**src/rtl/max7219_frame_scheduler_if.sv**
```systemverilog
// ---------------------------------------------------------------------------
// max7219_frame_scheduler_if
//   Bundles the request, frame and serializer handshake signals of the
//   MAX7219 frame scheduler.
//
//   init_req   : one-cycle pulse, run the configuration sequence
//   start      : one-cycle pulse, send a frame (8 row commands)
//   intensity  : brightness code sent in the 0xA command
//   frame_data : frame, row r of matrix m at [m*64 + r*8 +: 8]
//   ser_data   : one 16-bit command word per matrix, word m at [m*16 +: 16]
//   ser_val    : ser_data is valid
//   ser_rdy    : serializer accepts the word this cycle
//   busy       : a sequence is in progress
//   done       : one-cycle pulse when a sequence completes
//
//   master : the scheduler side
//   slave  : the requester / serializer side
// ---------------------------------------------------------------------------
interface max7219_frame_scheduler_if #(
  parameter int G_NB_MATRIX = 2
);
  logic                      init_req;
  logic                      start;
  logic [3:0]                intensity;
  logic [G_NB_MATRIX*64-1:0] frame_data;
  logic [G_NB_MATRIX*16-1:0] ser_data;
  logic                      ser_val;
  logic                      ser_rdy;
  logic                      busy;
  logic                      done;

  modport master (
    input  init_req, start, intensity, frame_data, ser_rdy,
    output ser_data, ser_val, busy, done
  );

  modport slave (
    output init_req, start, intensity, frame_data, ser_rdy,
    input  ser_data, ser_val, busy, done
  );
endinterface

```
**src/rtl/max7219_frame_scheduler.sv**
```systemverilog
// ---------------------------------------------------------------------------
// max7219_frame_scheduler
//   Sequences command words for a chain of G_NB_MATRIX cascaded MAX7219
//   8x8 matrices (legal range 1..8). An init request sends the five
//   configuration commands (same word on every matrix lane); a start
//   request sends the eight digit-register commands of a captured frame.
//   An init and start arriving together run configuration then the frame
//   back to back with a single done pulse.
//
//   Ports:
//     clk : system clock, rising edge
//     rst : asynchronous active-high reset, aborts any sequence in flight
//     bus : max7219_frame_scheduler_if.master (requests, frame, serializer
//           valid/ready handshake, busy/done status)
// ---------------------------------------------------------------------------
module max7219_frame_scheduler #(
  parameter int G_NB_MATRIX = 2
) (
  input  logic                           clk,
  input  logic                           rst,
  max7219_frame_scheduler_if.master      bus
);

  typedef enum logic [1:0] {
    IDLE = 2'd0,
    CFG  = 2'd1,
    ROW  = 2'd2,
    DONE = 2'd3
  } state_t;

  localparam logic [3:0] CFG_LAST = 4'd4;
  localparam logic [3:0] ROW_LAST = 4'd7;

  state_t                    state_reg, state_next;
  logic [3:0]                idx_reg, idx_next;
  logic                      pending_reg, pending_next;
  logic [3:0]                intensity_reg;
  logic [G_NB_MATRIX*64-1:0] frame_reg;
  logic                      load_intensity;
  logic                      load_frame;
  logic                      xfer;
  logic [15:0]               cfg_word;
  logic [G_NB_MATRIX*16-1:0] ser_data_w;

  // Commands are presented straight from state, so ser_val stays high and
  // ser_data stays constant until the word is accepted.
  assign bus.ser_val = (state_reg == CFG) || (state_reg == ROW);
  assign bus.busy    = (state_reg != IDLE);
  assign bus.done    = (state_reg == DONE);
  assign xfer        = bus.ser_val && bus.ser_rdy;

  // ------------------------------------------------------------------ state
  always_ff @(posedge clk or posedge rst) begin
    if (rst) begin
      state_reg     <= IDLE;
      idx_reg       <= 4'd0;
      pending_reg   <= 1'b0;
      intensity_reg <= 4'd0;
      frame_reg     <= '0;
    end else begin
      state_reg   <= state_next;
      idx_reg     <= idx_next;
      pending_reg <= pending_next;
      if (load_intensity) begin
        intensity_reg <= bus.intensity;
      end
      if (load_frame) begin
        frame_reg <= bus.frame_data;
      end
    end
  end

  // ------------------------------------------------------------ next state
  always_comb begin
    state_next     = state_reg;
    idx_next       = idx_reg;
    pending_next   = pending_reg;
    load_intensity = 1'b0;
    load_frame     = 1'b0;

    unique case (state_reg)
      IDLE: begin
        if (bus.init_req) begin
          state_next     = CFG;
          idx_next       = 4'd0;
          load_intensity = 1'b1;
          // A simultaneous start is remembered and served right after CFG.
          pending_next   = bus.start;
        end else if (bus.start) begin
          state_next = ROW;
          idx_next   = 4'd0;
          load_frame = 1'b1;
        end
      end

      CFG: begin
        if (xfer) begin
          if (idx_reg == CFG_LAST) begin
            idx_next = 4'd0;
            if (pending_reg) begin
              state_next   = ROW;
              load_frame   = 1'b1;
              pending_next = 1'b0;
            end else begin
              state_next = DONE;
            end
          end else begin
            idx_next = idx_reg + 4'd1;
          end
        end
      end

      ROW: begin
        if (xfer) begin
          if (idx_reg == ROW_LAST) begin
            state_next = DONE;
            idx_next   = 4'd0;
          end else begin
            idx_next = idx_reg + 4'd1;
          end
        end
      end

      DONE: begin
        // Requests arriving here are dropped, not queued.
        state_next = IDLE;
      end

      default: begin
        state_next = IDLE;
      end
    endcase
  end

  // ------------------------------------------------------- command words
  always_comb begin
    cfg_word = 16'h0000;
    unique case (idx_reg)
      4'd0:    cfg_word = 16'h0C01;                 // shutdown reg: normal operation
      4'd1:    cfg_word = 16'h0900;                 // decode mode: none
      4'd2:    cfg_word = 16'h0B07;                 // scan limit: all 8 digits
      4'd3:    cfg_word = {12'h0A0, intensity_reg}; // intensity
      4'd4:    cfg_word = 16'h0F00;                 // display test off
      default: cfg_word = 16'h0000;
    endcase
  end

  generate
    for (genvar gi = 0; gi < G_NB_MATRIX; gi++) begin : g_lane
      logic [7:0] row_byte;

      // Digit registers are 1..8, so row r goes to address r+1.
      assign row_byte = frame_reg[gi*64 + {idx_reg[2:0], 3'b000} +: 8];

      assign ser_data_w[gi*16 +: 16] =
          (state_reg == CFG) ? cfg_word :
          (state_reg == ROW) ? {4'h0, idx_reg + 4'd1, row_byte} :
                               16'h0000;
    end
  endgenerate

  assign bus.ser_data = ser_data_w;

endmodule

```
**src/flat_wrapper.sv**
```systemverilog
// flat-port wrapper written by rule: the top's interface ports become plain ports
module max7219_frame_scheduler_flat 
#(
  parameter int G_NB_MATRIX = 2
)
  (clk, rst, bus_init_req, bus_start, bus_intensity, bus_frame_data, bus_ser_rdy, bus_ser_data, bus_ser_val, bus_busy, bus_done);
  max7219_frame_scheduler_if #(.G_NB_MATRIX(G_NB_MATRIX)) bus_i ();
  input  logic clk;
  input  logic rst;
  input wire logic [$bits(bus_i.init_req)-1:0] bus_init_req;
  input wire logic [$bits(bus_i.start)-1:0] bus_start;
  input wire logic [$bits(bus_i.intensity)-1:0] bus_intensity;
  input wire logic [$bits(bus_i.frame_data)-1:0] bus_frame_data;
  input wire logic [$bits(bus_i.ser_rdy)-1:0] bus_ser_rdy;
  output wire logic [$bits(bus_i.ser_data)-1:0] bus_ser_data;
  output wire logic [$bits(bus_i.ser_val)-1:0] bus_ser_val;
  output wire logic [$bits(bus_i.busy)-1:0] bus_busy;
  output wire logic [$bits(bus_i.done)-1:0] bus_done;
  assign bus_i.init_req = bus_init_req;
  assign bus_i.start = bus_start;
  assign bus_i.intensity = bus_intensity;
  assign bus_i.frame_data = bus_frame_data;
  assign bus_i.ser_rdy = bus_ser_rdy;
  assign bus_ser_data = bus_i.ser_data;
  assign bus_ser_val = bus_i.ser_val;
  assign bus_busy = bus_i.busy;
  assign bus_done = bus_i.done;
  max7219_frame_scheduler #(.G_NB_MATRIX(G_NB_MATRIX)) u_core (.clk(clk), .rst(rst), .bus(bus_i));
endmodule
```
**config.mk**
```make
export PLATFORM = sky130hd
export DESIGN_NAME = max7219_frame_scheduler_flat
export DESIGN_NICKNAME = d
export VERILOG_FILES = /design/src/rtl/max7219_frame_scheduler_if.sv /design/src/rtl/max7219_frame_scheduler.sv /design/src/flat_wrapper.sv
export SDC_FILE = /design/constraint.sdc
export NUM_CORES = 1
export LEC_CHECK = 0
export ABC_AREA = 1
export ABC_CLOCK_PERIOD_IN_PS = 8900
export CORE_ASPECT_RATIO = 0.6
export CORE_MARGIN = 2
export CORE_UTILIZATION = 40
export DETAILED_ROUTE_END_ITERATION = 12
export GPL_ROUTABILITY_DRIVEN = 0
export PLACE_DENSITY_LB_ADDON = 0.08
export SLEW_MARGIN = 15
export SYNTH_ARGS = -nofsm -noshare
export SYNTH_HDL_FRONTEND = slang
export SYNTH_SLANG_ARGS = --single-unit
```
**constraint.sdc**
```tcl
create_clock -name clk -period 8.9 [get_ports clk]
set_clock_uncertainty 0.15 [all_clocks]
set_input_delay 0.89 -clock clk [delete_from_list [all_inputs] [get_ports clk]]
set_output_delay 0.89 -clock clk [all_outputs]
set_load 0.01 [all_outputs]
```
**Word level (Yosys, flattened, before mapping)**

Cells that the tools add are included.

- Bits in registers: 139
- Latch bits: 0
- RAM bits: 0
- Bits in read-only memories: 0
- Input port bits: 137
- Output and inout bits: 35
- Logic and storage cells: 65
- Memories kept: 0

- $add $sub $neg: 2
- Multipliers: 0
- Divide/modulo/power cells: 0
- Magnitude comparators: 0
- Equality and inequality tests: 14
- Shift-type cells: 2
- Multiplexer cells: 32
- Bitwise logic cells: 0
- Reductions and logical operators: 10

Operators by type and width:

| kind | number |
|---|---|
| indexed part select 128 x 33 -> 8 bit | 1 |
| indexed part select 128 x 7 -> 8 bit | 1 |
| case mux 12 bit (5 select lines) | 1 |
| two-way mux 16 bit | 2 |
| two-way mux 12 bit | 2 |
| two-way mux 4 bit | 6 |
| two-way mux 2 bit | 6 |
| case mux 4 bit (3 select lines) | 1 |
| two-way mux 1 bit | 11 |
| adder 7 x 6 -> 8 bit (first input constant) | 1 |
| equality test 4 x 2 -> 1 bit (second input constant) | 2 |
| equality test 4 x 3 -> 1 bit (second input constant) | 2 |
| case mux 2 bit (4 select lines) | 1 |
| AND reduction 4 bit | 2 |
| inequality test 2 bit (second input constant) | 3 |
| AND reduction 5 bit | 1 |
| adder 4 x 1 -> 4 bit (second input constant) | 1 |
| equality test 2 bit (second input constant) | 2 |
| equality test 4 x 1 -> 1 bit (second input constant) | 1 |
| zero test 4 bit | 1 |
| inequality test 2 x 1 -> 1 bit (second input constant) | 2 |
| case mux 1 bit (2 select lines) | 2 |
| nonzero test 2 bit | 2 |
| inequality test 3 bit (second input constant) | 1 |
| other kinds (5) | 5 |

**Longest topological paths before layout**

- Word-level depth: 5
- Depth in mapped cells: 12

**Least setup slack after synthesis**

No wires, ideal clock.

- Path kind: reg-to-output
- Start point: reg u_core.idx_reg[1]
- End point: out bus_ser_data[26]
- Data arrival time: 1,907 ps
- Data required time: 7,860 ps
- Setup slack: 5,953 ps
- Stages on the path, launching flop included: 10
- Cell sequence: dfrtp_1 > buf_2 > clkinv_1 > clkbuf_1 > ha_1 > nand3_2 > nand2_1 > inv_1 > a22oi_1 > buf_4

- Word-level cells in the longest chain between the ends: 3
- Elaborated cells on any way between the ends: 9
- Classes of those cells: 1 x add/sub; 4 x eq/ne; 3 x mux; 1 x reduce/logical

Ends and longest elaborated chain:

| item | line | RTL |
|---|---|---|
| start, declared | max7219_frame_scheduler.sv:35 | `logic [3:0] idx_reg, idx_next;` |
| start signal, assigned | max7219_frame_scheduler.sv:62 | `idx_reg <= idx_next;` |
| adder 4 x 1 -> 4 bit, or another cell as far along | max7219_frame_scheduler.sv:157 | `(state_reg == ROW) ? {4'h0, idx_reg + 4'd1, row_byte} :` |
| two-way mux 12 bit or case mux 12 bit (5 select lines) (tied branches) | max7219_frame_scheduler.sv:157, max7219_frame_scheduler.sv:138 |  |
| two-way mux 16 bit (*) | max7219_frame_scheduler.sv:156 | `(state_reg == CFG) ? cfg_word :` |
| end, declared | flat_wrapper.sv:15 | `output wire logic [$bits(bus_i.ser_data)-1:0] bus_ser_data;` |

Every way passes the cells marked *; elsewhere a longest branch is shown, timed or not.

**Worst setup path in the final report**

- Start point: reg u_core.idx_reg[1]
- End point: out bus_ser_data[27]

The elaborated chain is that of the path after synthesis.

==> summary.md <==
| Metric | Value |
|---|---|
| Status | `completed` |
| Initial DRC Count | `607` |
| Worst hold slack | `355 ps` |
| Share of cells above drive strength 1 | `0.0436` |
| Worst r2r dst | `u_core.frame_reg[28]` |
| Worst setup margin | `4760 ps` |
| Vias per cell | `4.96` |
| Final setup violation count | `0` |
| Post-DP HPWL | `15000 µm` |
| Area Overhead vs Synth | `29.6%` |
| Commonest non-fill, non-tap cell in the layout | `nand2_1` |
| Reg-to-reg slack, setup | `5000 ps` |
| Congestion Overflow GR | `0` |
| Vias | `7109` |
| RSZ-0062 raised after global routing | `no` |
| Library cells used by synthesis | `21` |
| Setup TNS | `0 ps` |
| Post-Route WL | `23500 µm` |
| Total power draw | `3.02 mW` |
| DRC Markers | `0` |
| Max reg flops | `128` |
| Antenna cells | `0` |
| Synth Area per Inst | `7.05 µm²` |
| Worst slew margin | `0.340` |
| Die X | `181 µm` |
| Wire per inst | `16.4 µm` |
| CP startpoint | `u_core.idx_reg[1]` |
| Register area share after synthesis | `0.464` |
| Drt pass-1 iters | `5` |
| Power per cell area | `310 nW/µm²` |
| CP Capture Point | `bus_ser_data[27]` |
| Reg-to-Reg Start | `u_core.idx_reg[1]` |
| HP Class | `flop to flop` |
| Synth Warn # | `0` |
| #FFs+latches synth | `139` |
| # clock sinks | `139` |
| First-pass GRT wire length | `37600 µm` |
| Final hold violation count | `0` |
| Worst-path fanout max | `26` |
| Worst slew pin tran | `984 ps` |
| Nets | `1325` |
| Mapped Cells | `1064` |
| Part of the cycle the worst path needs | `0.465` |
| CTS clock-pin slew for the worst setup and hold paths | `70 ps` |
| CTS buffer count | `17` |
| DRT antenna net count | `0` |
| Max capacitance violation total | `0` |
| Die Y | `110 µm` |
| Placed Area | `9120 µm²` |
| Nature of the critical path endpoint | `primary output` |
| Vias in the first global route | `6837` |
| Initial antenna violation count | `0` |
| Die area | `19900 µm²` |
| Total global-route track usage | `0.242` |
| CTS tree | `built` |
| CTS Root Cell | `clkbuf_16` |
| Design Area, Final | `9720 µm²` |
| Placement Setup Slack | `4860 ps` |
| Critical Path Start Type | `flop` |
| Initial core utilization | `0.412` |
| IO Port Bufs | `163` |
| Max VDD drop | `0.156 mV` |
| Largest net degree at the start of global routing | `90` |
| Most frequent cells in the layout | `431 x nand2_1, 201 x nand3_1, 163 x clkdlybuf4s50_1` |
| Leakage power | `4.96 nW` |
| Latest clock arrival within the worst-skew pair | `420 ps` |
| Worst reg2reg path depth | `9` |
| Crit Path Class | `flop to primary output` |
| Crit path time final | `4140 ps` |
| Fin. max-slew vios | `0` |
| CTS Buffer Depth | `2` |
| Fillcell total | `1808` |
| Row cnt | `38` |
| Mapped Area | `7500 µm²` |
| F_max | `241 MHz` |
| WP data required | `7860 ps` |
| Critical path arrival | `3100 ps` |
| Core area | `18200 µm²` |
| Cts-stage hold buffer count | `0` |
| Post_cts resized | `0` |
| IO Pins | `172` |
| Postcts setup bufs | `0` |
| H-tree depth reported by CTS | `4` |
-- power breakdown --
group          switching [mW]  leakage, nW  total [mW]  internal [mW]
clock network           0.315        0.294       0.739          0.424
logic                   0.708         2.94        1.19          0.483
registers               0.164         1.73        1.09          0.923
-- final cells by class --
cell class | count | area [µm²] | share of cell area
flip-flops and latches | 139 | 3480 | 0.358
multi-input cells | 766 | 3320 | 0.342
repair buffers | 171 | 1690 | 0.174
clock buffers | 17 | 425 | 0.0438
inverters | 85 | 324 | 0.0334
well taps | 240 | 300 | 0.0309
clock inverters | 15 | 174 | 0.0179
-- metrics by stage --
stage,instances,utilization
after floorplan,1071,-
after global placement,1401,0.501
after detailed placement,1401,0.501
after CTS,1433,0.534
after global routing,1433,0.534
final,1433,0.534
-- critical path, stage by stage (launching register included) --
cell	delay (ps)
dfrtp_1	350
clkinv_1	760
ha_1	530
o21ai_0	250
nand4_1	120
nand2_1	90
nand2_1	80
clkdlybuf4s50_1	480
-- worst min path at each step --
stage                    startpoint              endpoint  cells after the start
2_1_floorplan  u_core.frame_reg[12]  u_core.frame_reg[12]                      2
3_3_place_gp   u_core.frame_reg[77]  u_core.frame_reg[77]                      2
3_5_place_dp   u_core.frame_reg[79]  u_core.frame_reg[79]                      2
4_1_cts        u_core.frame_reg[14]  u_core.frame_reg[14]                      2
5_1_grt        u_core.frame_reg[91]  u_core.frame_reg[91]                      2
6_report       u_core.frame_reg[29]  u_core.frame_reg[29]                      2
-- kinds of logic after synthesis --
group,share of synthesized area
other,0.000500
xor gates and xnor gates,0.00117
buffers and inverters,0.100
muxes,0.00601
and+or+nand+nor,0.392
adders and majority gates,0.0133
DFF,0.464
AOI/OAI and AO/OA,0.0230
-- per-layer routing --
metal / part of all wire / global-route usage / wire length, µm / up-vias
li1: - / - / - / 3523
met1: 0.51 / 0.375 / 12000 / 3287
met2: 0.40 / 0.337 / 9480 / 274
met3: 0.075 / 0.0512 / 1750 / 25
met4: 0.013 / 0.0720 / 302 / 0
met5: 0 / 0 / 0 / -
-- synth_stat cells (all sizes together) --
library cell / instances / area [µm²]
clkbuf: 17 / 63.8
a22oi: 1 / 7.51
a21oi: 3 / 15.0
o21ai: 30 / 150
nand4: 3 / 18.8
ha: 8 / 100
conb: 1 / 3.75
clkinv: 1 / 3.75
buf: 64 / 369
nor2: 72 / 273
inv: 84 / 315
dfrtp: 139 / 3480
xor2: 1 / 8.76
nand2: 433 / 1630
mux2: 4 / 45.0
nand3: 203 / 1020
No activity file was read; power rests on OpenSTA's default activity.
